$ cat config.mk
export PLATFORM = sky130hd
export DESIGN_NAME = fnv_hash_sequencer
export DESIGN_NICKNAME = d
export VERILOG_FILES = /design/src/rtl/fnv_hash_sequencer.sv
export SDC_FILE = /design/constraint.sdc
export NUM_CORES = 1
export LEC_CHECK = 0
export ABC_CLOCK_PERIOD_IN_PS = 6600
export CAP_MARGIN = 20
export CORE_ASPECT_RATIO = 0.9
export CORE_MARGIN = 2
export CORE_UTILIZATION = 55
export CTS_CLUSTER_DIAMETER = 150
export CTS_CLUSTER_SIZE = 24
export DETAILED_ROUTE_END_ITERATION = 6
export HOLD_SLACK_MARGIN = 0.06
export PLACE_DENSITY = 0.75
export SETUP_SLACK_MARGIN = 0.4
export SLEW_MARGIN = 20
export SYNTH_ARGS = -nofsm -noshare
export SYNTH_HDL_FRONTEND = slang
export SYNTH_SLANG_ARGS = --single-unit
$ cat constraint.sdc
create_clock -name clk -period 6.6 [get_ports clk]
set_input_delay 0.66 -clock clk [delete_from_list [all_inputs] [get_ports clk]]
set_output_delay 0.66 -clock clk [all_outputs]
set_load 0.01 [all_outputs]
$ cat src/rtl/fnv_hash_sequencer.sv
`default_nettype none
// +--------------------------------------------------------------------------+
// | fnv_hash_sequencer: FNV-1a command decode, hash update, byte read-out.   |
// | Optional macro FNV_PIPE_EN splits the multiply over two cycles. Rev 1.0  |
// +--------------------------------------------------------------------------+
module fnv_hash_sequencer #(
  parameter logic [31:0] OFFSET_BASIS = 32'h811C9DC5,
  parameter logic [31:0] FNV_PRIME    = 32'h01000193
) (
  input  logic        clk,
  input  logic        reset,
  input  logic        rx_valid,
  input  logic        rx_first,
  input  logic [7:0]  rx_data,
  output logic        rx_ready,
  input  logic        txn_end,
  input  logic        rd_start,
  input  logic        rd_req,
  output logic [7:0]  tx_data,
  output logic        tx_valid,
  output logic        busy,
  output logic        err,
  output logic [31:0] hash_out
);

  localparam logic [1:0] IDLE   = 2'd0;
  localparam logic [1:0] FEED   = 2'd1;
  localparam logic [1:0] HASH   = 2'd2;
  localparam logic [1:0] IGNORE = 2'd3;

  localparam logic [7:0] CMD_RESET = 8'h01;
  localparam logic [7:0] CMD_FEED  = 8'h02;
  localparam logic [7:0] CMD_LOAD  = 8'h03;
  localparam logic [7:0] CMD_CLR   = 8'h04;

  logic [1:0]  state, state_nxt;
  logic [31:0] hash, snapshot, mix;
  logic [1:0]  rd_ptr;
  logic        accept, is_cmd, is_feed, is_load;

  assign accept   = rx_valid && rx_ready;
  assign is_cmd   = accept && rx_first;
  assign is_feed  = accept && !rx_first && (state == FEED);
  assign is_load  = is_cmd && (rx_data == CMD_LOAD);
  assign mix      = hash ^ {24'b0, rx_data};
  assign hash_out = hash;

`ifdef FNV_PIPE_EN
  logic        end_pending;
  logic [15:0] mix_lo;
  logic [31:0] part_lo;
  logic [15:0] part_hi;
  // Upper half of the product only contributes its low 16 bits after the shift.
  assign part_hi = mix_lo * FNV_PRIME[31:16];
`endif

  always_ff @(posedge clk) begin
    if (reset) state <= IDLE;
    else       state <= state_nxt;
  end

  always_comb begin
    state_nxt = state;
    case (state)
      HASH: begin
`ifdef FNV_PIPE_EN
        state_nxt = (txn_end || end_pending) ? IDLE : FEED;
`else
        state_nxt = IDLE;
`endif
      end
      default: begin
        if (is_cmd)
          state_nxt = (rx_data == CMD_FEED) ? FEED : IGNORE;
`ifdef FNV_PIPE_EN
        else if (is_feed)
          state_nxt = HASH;
`endif
        // A byte entering the second multiply stage finishes before IDLE.
        if (txn_end && (state_nxt != HASH))
          state_nxt = IDLE;
      end
    endcase
  end

  always_comb begin
`ifdef FNV_PIPE_EN
    rx_ready = (state != HASH);
    busy     = (state == HASH);
`else
    rx_ready = 1'b1;
    busy     = 1'b0;
`endif
  end

  always_ff @(posedge clk) begin
    if (reset) begin
      hash <= OFFSET_BASIS;
`ifdef FNV_PIPE_EN
      mix_lo      <= 16'd0;
      part_lo     <= 32'd0;
      end_pending <= 1'b0;
`endif
    end else begin
      if (is_cmd && (rx_data == CMD_RESET))
        hash <= OFFSET_BASIS;
`ifdef FNV_PIPE_EN
      else if (is_feed) begin
        mix_lo  <= mix[15:0];
        part_lo <= mix * {16'd0, FNV_PRIME[15:0]};
      end else if (state == HASH)
        hash <= part_lo + {part_hi, 16'd0};
      if (state_nxt == HASH && txn_end) end_pending <= 1'b1;
      else if (state == HASH)           end_pending <= 1'b0;
`else
      else if (is_feed)
        hash <= mix * FNV_PRIME;
`endif
    end
  end

  always_ff @(posedge clk) begin
    if (reset) begin
      err      <= 1'b0;
      snapshot <= OFFSET_BASIS;
    end else begin
      if (is_cmd) begin
        if (rx_data == CMD_CLR)
          err <= 1'b0;
        else if (rx_data == 8'h00 || rx_data > CMD_CLR)
          err <= 1'b1;
      end
      if (is_load) snapshot <= hash;
    end
  end

  // LOAD restarts the read pointer even when a byte is served in the same cycle.
  always_ff @(posedge clk) begin
    if (reset) begin
      rd_ptr   <= 2'd0;
      tx_data  <= 8'd0;
      tx_valid <= 1'b0;
    end else begin
      tx_valid <= rd_req;
      if (rd_req) begin
        case (rd_ptr)
          2'd0:    tx_data <= snapshot[31:24];
          2'd1:    tx_data <= snapshot[23:16];
          2'd2:    tx_data <= snapshot[15:8];
          default: tx_data <= snapshot[7:0];
        endcase
      end
      if (is_load || rd_start) rd_ptr <= 2'd0;
      else if (rd_req)         rd_ptr <= rd_ptr + 2'd1;
    end
  end

endmodule
`default_nettype wire

Yosys cells after proc, flatten, opt, wreduce, memory -nomap -nowiden
Index checks and enable logic that the tools add are counted.
W data, S select, Z words.

cells by class
  multiplexer cells = 6
  bitwise operators = 1
  reduce and logical (&&, ||, !) cells = 16
  $add $sub $neg = 1
  order comparisons = 1
  eq/ne operators = 9
  $mul = 1

operators with widths
  operator                  number
  $mul A32 B25 Y32 const B  1
  $xor A32 B8 Y32           1
  $pmux W8 S3               1
  $eq A8 B2 Y1 const B      2
  $eq A8 B1 Y1 const B      1
  $eq A8 B3 Y1 const B      1
  $gt A8 B3 Y1 const B      1
  $logic_not A8 Y1          1
  $logic_and A1 B1 Y1       6
  $mux W2                   3
  $eq A2 B1 Y1 const B      2
  $eq A2 B2 Y1 const B      2
  $reduce_or A2 Y1          2
  $reduce_or A3 Y1          1
  $add A2 B1 Y2 const B     1
  $logic_not A2 Y1          1
  $logic_or A1 B1 Y1        2
  $mux W1                   2
  $ne A2 B2 Y1 const B      1
  $reduce_and A2 Y1         1
  $reduce_bool A2 Y1        1
  $logic_not A1 Y1          1

word-level totals
  logic and storage cells = 42
  output and inout port bits = 44
  register bits after elaboration = 78
  bits of input ports = 15

Depth between registers and ports, before layout
Gate-level depths: netlist (run 1).

  depth after elaboration = 7
  gate-level depth with buffers = 22
  mapped depth without buffers = 22

Worst setup path before layout (run 1)
No wires, ideal clock.

  kind = input-to-reg
  start point = input port rx_data[4]
  end point = register hash[30] (netlist: hash_out[30])
  data required time = 6.483 ns
  data arrival time = 5.455 ns
  stages on the path = 20
  library setup time = 0.117 ns
  setup slack = 1.029 ns
  buffers on the path = 0
  path through = xor2_1 ha_1 ha_1 fa_1 ha_1 fa_1 ha_1 inv_1 fa_1 inv_1 ha_1 a21oi_2 a21oi_1 a211o_1 o21ai_1 a21oi_1 a221o_1 a31oi_1 xnor2_1 a22o_1

on the way
  word-level cells in the longest chain between the ends = 3
  elaborated cells between the ends (all ways) = 5
  those cells by class = 1 x mul; 1 x eq/ne; 1 x bitwise; 2 x reduce/logical

RTL lines
  what                                                      line  source
  from (decl)                                               14    input logic [7:0] rx_data,
  branches (longest 3 deep; another with $mul A32 B25 Y32)  -
  to (signal assigned)                                      117   hash <= mix * FNV_PRIME;
  to (decl)                                                 37    logic [31:0] hash, snapshot, mix;

Parallel ways; which one is timed is not known.
A chain may end at the register's enable or synchronous reset.

Worst setup path in the final report (run 1)
  start point = input port rx_data[5]
  end point = register hash[23] (netlist: hash_out[23])

Same word-level chain as after synthesis.

==> impl_metrics.json, run 1 <==
{
  "reg2reg_to": "hash_out[23]",
  "hold_viol": 0,
  "layout.nets": 1296,
  "synthesis.nets": 1262,
  "clkSlewWorstSetupHoldPaths_ns": 0.06,
  "synth.area.top_cells": "ha_1 (27%), dfxtp_1 (18%), fa_1 (17%)",
  "rsz0062_at_grt": "no",
  "peakVddDrop_v": 0.0001879,
  "yosysMostFrequentCell": "ha_1",
  "synth-main-ff-cell": "dfxtp_1",
  "ys_ff_latch": 78,
  "clock.fmax_mhz": 166.9,
  "postSynthCellCount": 985,
  "worst-r2r-cell-count": 20,
  "num_antenna_cells": 0,
  "dpl.hpwl_mm": 16.58,
  "worst_slew_pin_slew_ns": 0.9599,
  "synth_async_sr_flop_share_pct": 0,
  "ctsHoldBuffers": 0,
  "cts_sinks": 78,
  "power.density_nw_per_um2": 346.0,
  "cts_max_path_buffers": 2,
  "placedCellCount": 1209,
  "antenna_found_initial": 0,
  "grt_start_max_net_pins": 49,
  "grt_pass1_vias": 6746,
  "drive_gt1_share_pct": 6.152,
  "synth-edff-count": 0,
  "critPathLaunch": "rx_data[5]",
  "drt_iter0_drc": 510,
  "htreeDepth": 3,
  "cp-end-kind": "flop",
  "drt_pre_antenna_iters": 5,
  "grt_pass1_wl_mm": 34.49,
  "tritoncts": "done",
  "grt_usage_pct": 26.77,
  "max-slew-margin-rel_pct": 35.77,
  "syn_area_per_cell_um2": 8.950,
  "fp.dieW_um": 137.5,
  "cap_violations": 0,
  "finalClockSkew_ns": 0.006396,
  "yosys.area.top_type_share_pct": 26.68,
  "place_ws_ns": 0.1024,
  "numCtsBuffers": 9,
  "maxSlewViolCount": 0,
  "final_cells": 1226,
  "cp_max_fo": 4,
  "synthTopCellsByCount": "ha_1 (188), inv_1 (177), nand2_1 (120)",
  "start_kind": "primary input",
  "rrSetupSlack_ns": 0.90,
  "via_per_inst": 5.445,
  "overflow": 0,
  "rows": 43,
  "yosysSeqAreaShare_pct": 17.71,
  "n_fill_cell": 1286,
  "status": "completed",
  "period_share_pct": 90.76,
  "arrival_ns": 6.26,
  "die_area_um2": 17060,
  "postRouteAntennaNets": 0,
  "setup_viol": 0,
  "hp-class": "flop to flop",
  "routed-via-count": 6676,
  "cts-root-buf": "clkbuf_16",
  "ys_warn_count": 0,
  "clock_latency_ns": 0.35,
  "die_h_um": 124.1,
  "endpoint": "hash_out[23]",
  "port_buffers": 56,
  "yosys.cell_types.count": 59,
  "start_util_pct": 56.70,
  "area_delta_synth_final_pct": 12.11,
  "min_period_ns": 5.990,
  "drc": 0,
  "wl_per_cell_um": 17.31,
  "final.setup.tns_ns": 0,
  "core-area_um2": 15550,
  "leakage_nw": 4.869,
  "gp_congestion": 0.9030,
  "worstSetupPathType": "primary input to flop",
  "finalWirelength_mm": 21.22,
  "r2r-start": "hash_out[4]",
  "ioPinCount": 59,
  "synth_top_area_cell": "ha_1",
  "netlist_area_um2": 8816,
  "setup_slack_ns": 0.6097,
  "crit_required_ns": 6.87
}
[routing by layer]
layer	track usage, %	vias to the layer above	share of wire [%]
li1	-	3263	-
met1	35.98	3190	46
met2	44.34	190	46
met3	4.029	33	5.1
met4	8.763	0	2.5
met5	0	-	0
[area by class of cell]
cell class | count | area [um2] | share of cell area, %
Multi-Input combinational cell | 677 | 6386 | 64.62
Sequential cell | 78 | 1562 | 15.80
Timing Repair Buffer | 76 | 720.7 | 7.292
Inverter | 177 | 664.4 | 6.722
Tap cell | 202 | 252.7 | 2.557
Clock buffer | 9 | 225.2 | 2.279
Clock inverter | 7 | 72.57 | 0.7343
[flip-flops by register name, indices dropped and copies added, names as in the netlist]
signal	cells
snapshot	32
rd_ptr	2
tx_data	8
hash_out	32
err	1
tx_valid	1
state	2
[logic make-up after synthesis]
| group | Yosys count | synth area share [%] |
|---|---|---|
| AOI/OAI and AO/OA | 146 | 10.90 |
| xor gates and xnor gates | 55 | 5.464 |
| adders and majority gates | 262 | 43.49 |
| buffers and inverters | 230 | 11.00 |
| DFF | 78 | 17.71 |
| muxes | 9 | 1.022 |
| other | 2 | 0.08519 |
| and+or+nand+nor | 203 | 10.33 |
[worst max-delay path, cell delays in order]
cell	delay, ns
clkdlybuf4s50_1	0.57
xor2_2	0.19
ha_1	0.26
ha_1	0.31
fa_1	0.44
ha_1	0.24
fa_1	0.51
ha_1	0.30
inv_1	0.05
fa_1	0.52
inv_1	0.04
ha_1	0.34
o21a_1	0.21
o211ai_1	0.20
o2bb2ai_2	0.15
a211oi_2	0.09
o31a_1	0.29
o21a_1	0.20
o21a_1	0.18
or3_1	0.34
a31oi_1	0.17
[through the flow]
stage	power, mW	cell area, um2	hold WS (ns)	util (%)
final	3.420	9883	0.4565	63.56
after global placement	2.835	9487	0.4438	61.01
after detailed placement	2.871	9487	0.4461	61.01
after global routing	3.792	9883	0.4846	63.56
after floorplan	2.393	8816	0.4357	-
after CTS	3.394	9784	0.4549	62.93
[cell usage in the layout (no fill, tap or decap), types with 3 or more instances in the layout]
cell / n
nor2_1: 33
a21o_1: 9
o21a_1: 6
dfxtp_1: 78
a211oi_2: 3
mux2i_1: 9
nor3_1: 8
a222oi_1: 8
xnor2_1: 29
nor4_1: 3
a31oi_1: 5
xor2_2: 8
and3_1: 4
dlymetal6s2s_1: 4
and2_1: 4
o21ai_0: 18
clkdlybuf4s50_1: 52
xor2_1: 17
a21oi_1: 59
buf_4: 20
inv_1: 177
a211o_1: 3
fa_1: 74
nand3b_1: 14
nand2_1: 120
o21ai_1: 4
clkbuf_16: 9
nand3_1: 3
ha_1: 188
o211ai_1: 7
[report_power, final]
part / switching [mW] / internal, mW / total, mW
clock network: 0.210 / 0.293 / 0.504
logic: 1.36 / 1.05 / 2.41
registers: 0.0209 / 0.482 / 0.502
total: 1.59 / 1.83 / 3.42
[timing repair]
item                                    CTS  global route
setup buffers                             0             1
gates resized for setup                   0            16
endpoints found under the setup margin    0             5
[worst min-delay path by stage]
stage / slack, ns / from / cells past startpoint / to
after global placement: 0.44 / snapshot[22] / 2 / snapshot[22]
after floorplan: 0.44 / snapshot[16] / 2 / snapshot[16]
after detailed placement: 0.45 / snapshot[22] / 2 / snapshot[22]
final: 0.46 / snapshot[14] / 2 / snapshot[14]
after global routing: 0.48 / snapshot[9] / 2 / snapshot[9]
after CTS: 0.45 / snapshot[22] / 2 / snapshot[22]
No activity file was read; power rests on OpenSTA's default activity.
==> run 2: changes to the inputs <==
--- a/config.mk
+++ b/config.mk
@@ -7,14 +7,13 @@
 export LEC_CHECK = 0
 export ABC_CLOCK_PERIOD_IN_PS = 6600
 export CAP_MARGIN = 20
-export CORE_ASPECT_RATIO = 0.9
+export CORE_ASPECT_RATIO = 0.75
 export CORE_MARGIN = 2
-export CORE_UTILIZATION = 55
+export CORE_UTILIZATION = 45
 export CTS_CLUSTER_DIAMETER = 150
 export CTS_CLUSTER_SIZE = 24
 export DETAILED_ROUTE_END_ITERATION = 6
 export HOLD_SLACK_MARGIN = 0.06
-export PLACE_DENSITY = 0.75
 export SETUP_SLACK_MARGIN = 0.4
 export SLEW_MARGIN = 20
 export SYNTH_ARGS = -nofsm -noshare
==> run 2 against run 1 <==
Compared with the run above:
- sequential share of layout area decreased by 0.17 points
- fmax increased by 1.4%
- utilization decreased by 12 points
- total power increased by 2.0%
- non-clock buffer count increased by 2
- critical path depth decreased by 1
- global-route usage decreased by 4.6 points
- die area increased by 22%
- clock skew increased by 0.0025 ns
- register-to-register slack improved by 0.02 ns
- combinational power about the same
- first-iteration DRC count decreased by 18%
- largest cell class unchanged
==> impl_metrics.json, run 2 (same netlist as run 1, synthesis figures left out) <==
{
  "layout.nets": 1298,
  "ctsHoldBuffers": 0,
  "cts_sinks": 78,
  "drt_pre_antenna_iters": 7,
  "worst_slew_pin_slew_ns": 0.8553,
  "arrival_ns": 6.19,
  "grt_pass1_vias": 6651,
  "post-cts-setup-buffers": 0,
  "clock_latency_ns": 0.35,
  "drive_gt1_share_pct": 6.043,
  "worstSetupPathType": "primary input to flop",
  "gp_congestion": 0.9129,
  "drc": 0,
  "placedCellCount": 1263,
  "clkSlewWorstSetupHoldPaths_ns": 0.07,
  "grt_usage_pct": 22.19,
  "area_delta_synth_final_pct": 13.34,
  "leakage_nw": 4.892,
  "cts_max_path_buffers": 2,
  "overflow": 0,
  "mostFrequentLayoutCells": "ha_1 (188), inv_1 (177), nand2_1 (120)",
  "min_period_ns": 5.905,
  "core-area_um2": 19270,
  "crit_required_ns": 6.88,
  "ioPinCount": 59,
  "reg2reg_to": "hash_out[30]",
  "numCtsBuffers": 9,
  "start_util_pct": 45.75,
  "clock.fmax_mhz": 169.4,
  "power.density_nw_per_um2": 348.9,
  "status": "completed",
  "n_fill_cell": 1819,
  "routed-via-count": 6539,
  "power_mw": 3.487,
  "port_buffers": 56,
  "cap_violations": 0,
  "num_antenna_cells": 0,
  "hp-class": "flop to flop",
  "postRouteAntennaNets": 0,
  "final_cells": 1279,
  "endpoint": "hash_out[23]",
  "final_common_cell": "ha_1",
  "fp.dieW_um": 165.6,
  "finalClockSkew_ns": 0.008932,
  "holdWs_ns": 0.4568,
  "final.setup.tns_ns": 0,
  "die_area_um2": 20740,
  "seqCellArea_um2": 1562,
  "critPathLaunch": "rx_data[7]",
  "grt_start_max_net_pins": 49,
  "htreeDepth": 3,
  "start_kind": "primary input",
  "rrSetupSlack_ns": 0.92,
  "maxSlewViolCount": 0,
  "cp-end-kind": "flop",
  "max-slew-margin-rel_pct": 42.77,
  "grt_pass1_wl_mm": 36.05,
  "tritoncts": "done",
  "cp_max_fo": 4,
  "multi_input_area_um2": 6384,
  "die_h_um": 125.2,
  "dpl.hpwl_mm": 17.88,
  "r2r-start": "hash_out[2]",
  "period_share_pct": 89.47,
  "drt_iter0_drc": 417,
  "rsz0062_at_grt": "no",
  "hold_viol": 0,
  "peakVddDrop_v": 0.0002057,
  "worst-r2r-cell-count": 20,
  "cts-root-buf": "clkbuf_16",
  "setup_viol": 0,
  "antenna_found_initial": 0,
  "postLayoutCoreUtil_pct": 51.86,
  "wl_per_cell_um": 17.51,
  "rows": 44,
  "via_per_inst": 5.113,
  "finalWirelength_mm": 22.40
}
-- run 2: changes by cell type in the layout (fill, tap and decap cells not counted), moves of 2 or more --
cell	before	now
xor2_1	17	20
clkinv_2	2	0
buf_4	20	22
xor2_2	8	4
-- run 2: layout make-up --
type,instances,area share (%)
well taps,253,3.168
multi-input cells,677,63.89
inverters,177,6.649
clock buffers,9,2.254
repair buffers,78,7.363
flip-flops and latches,78,15.63
clock inverters,7,1.052
-- run 2: how the worst min path moves through the flow --
stage | from | to | cells past startpoint
floorplan | snapshot[16] | snapshot[16] | 2
global placement | snapshot[9] | snapshot[9] | 2
detailed placement | snapshot[4] | snapshot[4] | 2
CTS | snapshot[3] | snapshot[3] | 2
global route | snapshot[16] | snapshot[16] | 2
finish | snapshot[1] | snapshot[1] | 2
-- run 2: timing repair --
item                                    4_1_cts  5_1_grt
gates resized for setup                       1       14
endpoints found under the setup margin        1        5
pin swaps                                     0        2
hold endpoints to repair                      0        0
-- run 2: worst max-delay path, stage by stage --
cell             delay (ns)
clkdlybuf4s50_1        0.58
xor2_1                 0.33
ha_1                   0.30
ha_1                   0.30
fa_1                   0.40
ha_1                   0.21
fa_1                   0.44
ha_1                   0.28
inv_1                  0.05
fa_1                   0.47
inv_1                  0.04
ha_1                   0.32
a21oi_1                0.29
and3_2                 0.26
a211oi_2               0.11
o31a_1                 0.29
o21a_1                 0.19
o21a_1                 0.18
or3_1                  0.34
a31oi_1                0.15
-- run 2: power breakdown --
| part | switching (mW) | internal, mW | total (mW) |
|---|---|---|---|
| logic | 1.37 | 1.05 | 2.42 |
| registers | 0.0216 | 0.481 | 0.503 |
| clock network | 0.223 | 0.337 | 0.560 |
| total | 1.61 | 1.87 | 3.49 |
-- run 2: per-stage QoR --
step,instance area (um2),setup WS [ns]
after floorplan,8816,1.029
after global placement,9573,0.1647
after detailed placement,9573,-0.01865
after CTS,9911,0.5061
after global routing,9992,0.4418
final,9992,0.6952
-- run 2: per-layer routing --
metal  up-vias  GRT usage [%]  routed length [um]
met5         -              0                   0
met4         0          5.934                 389
met3        22          3.134                 925
met2       135          34.07                9667
met1      3120          32.73               11420
li1       3262              -                   -
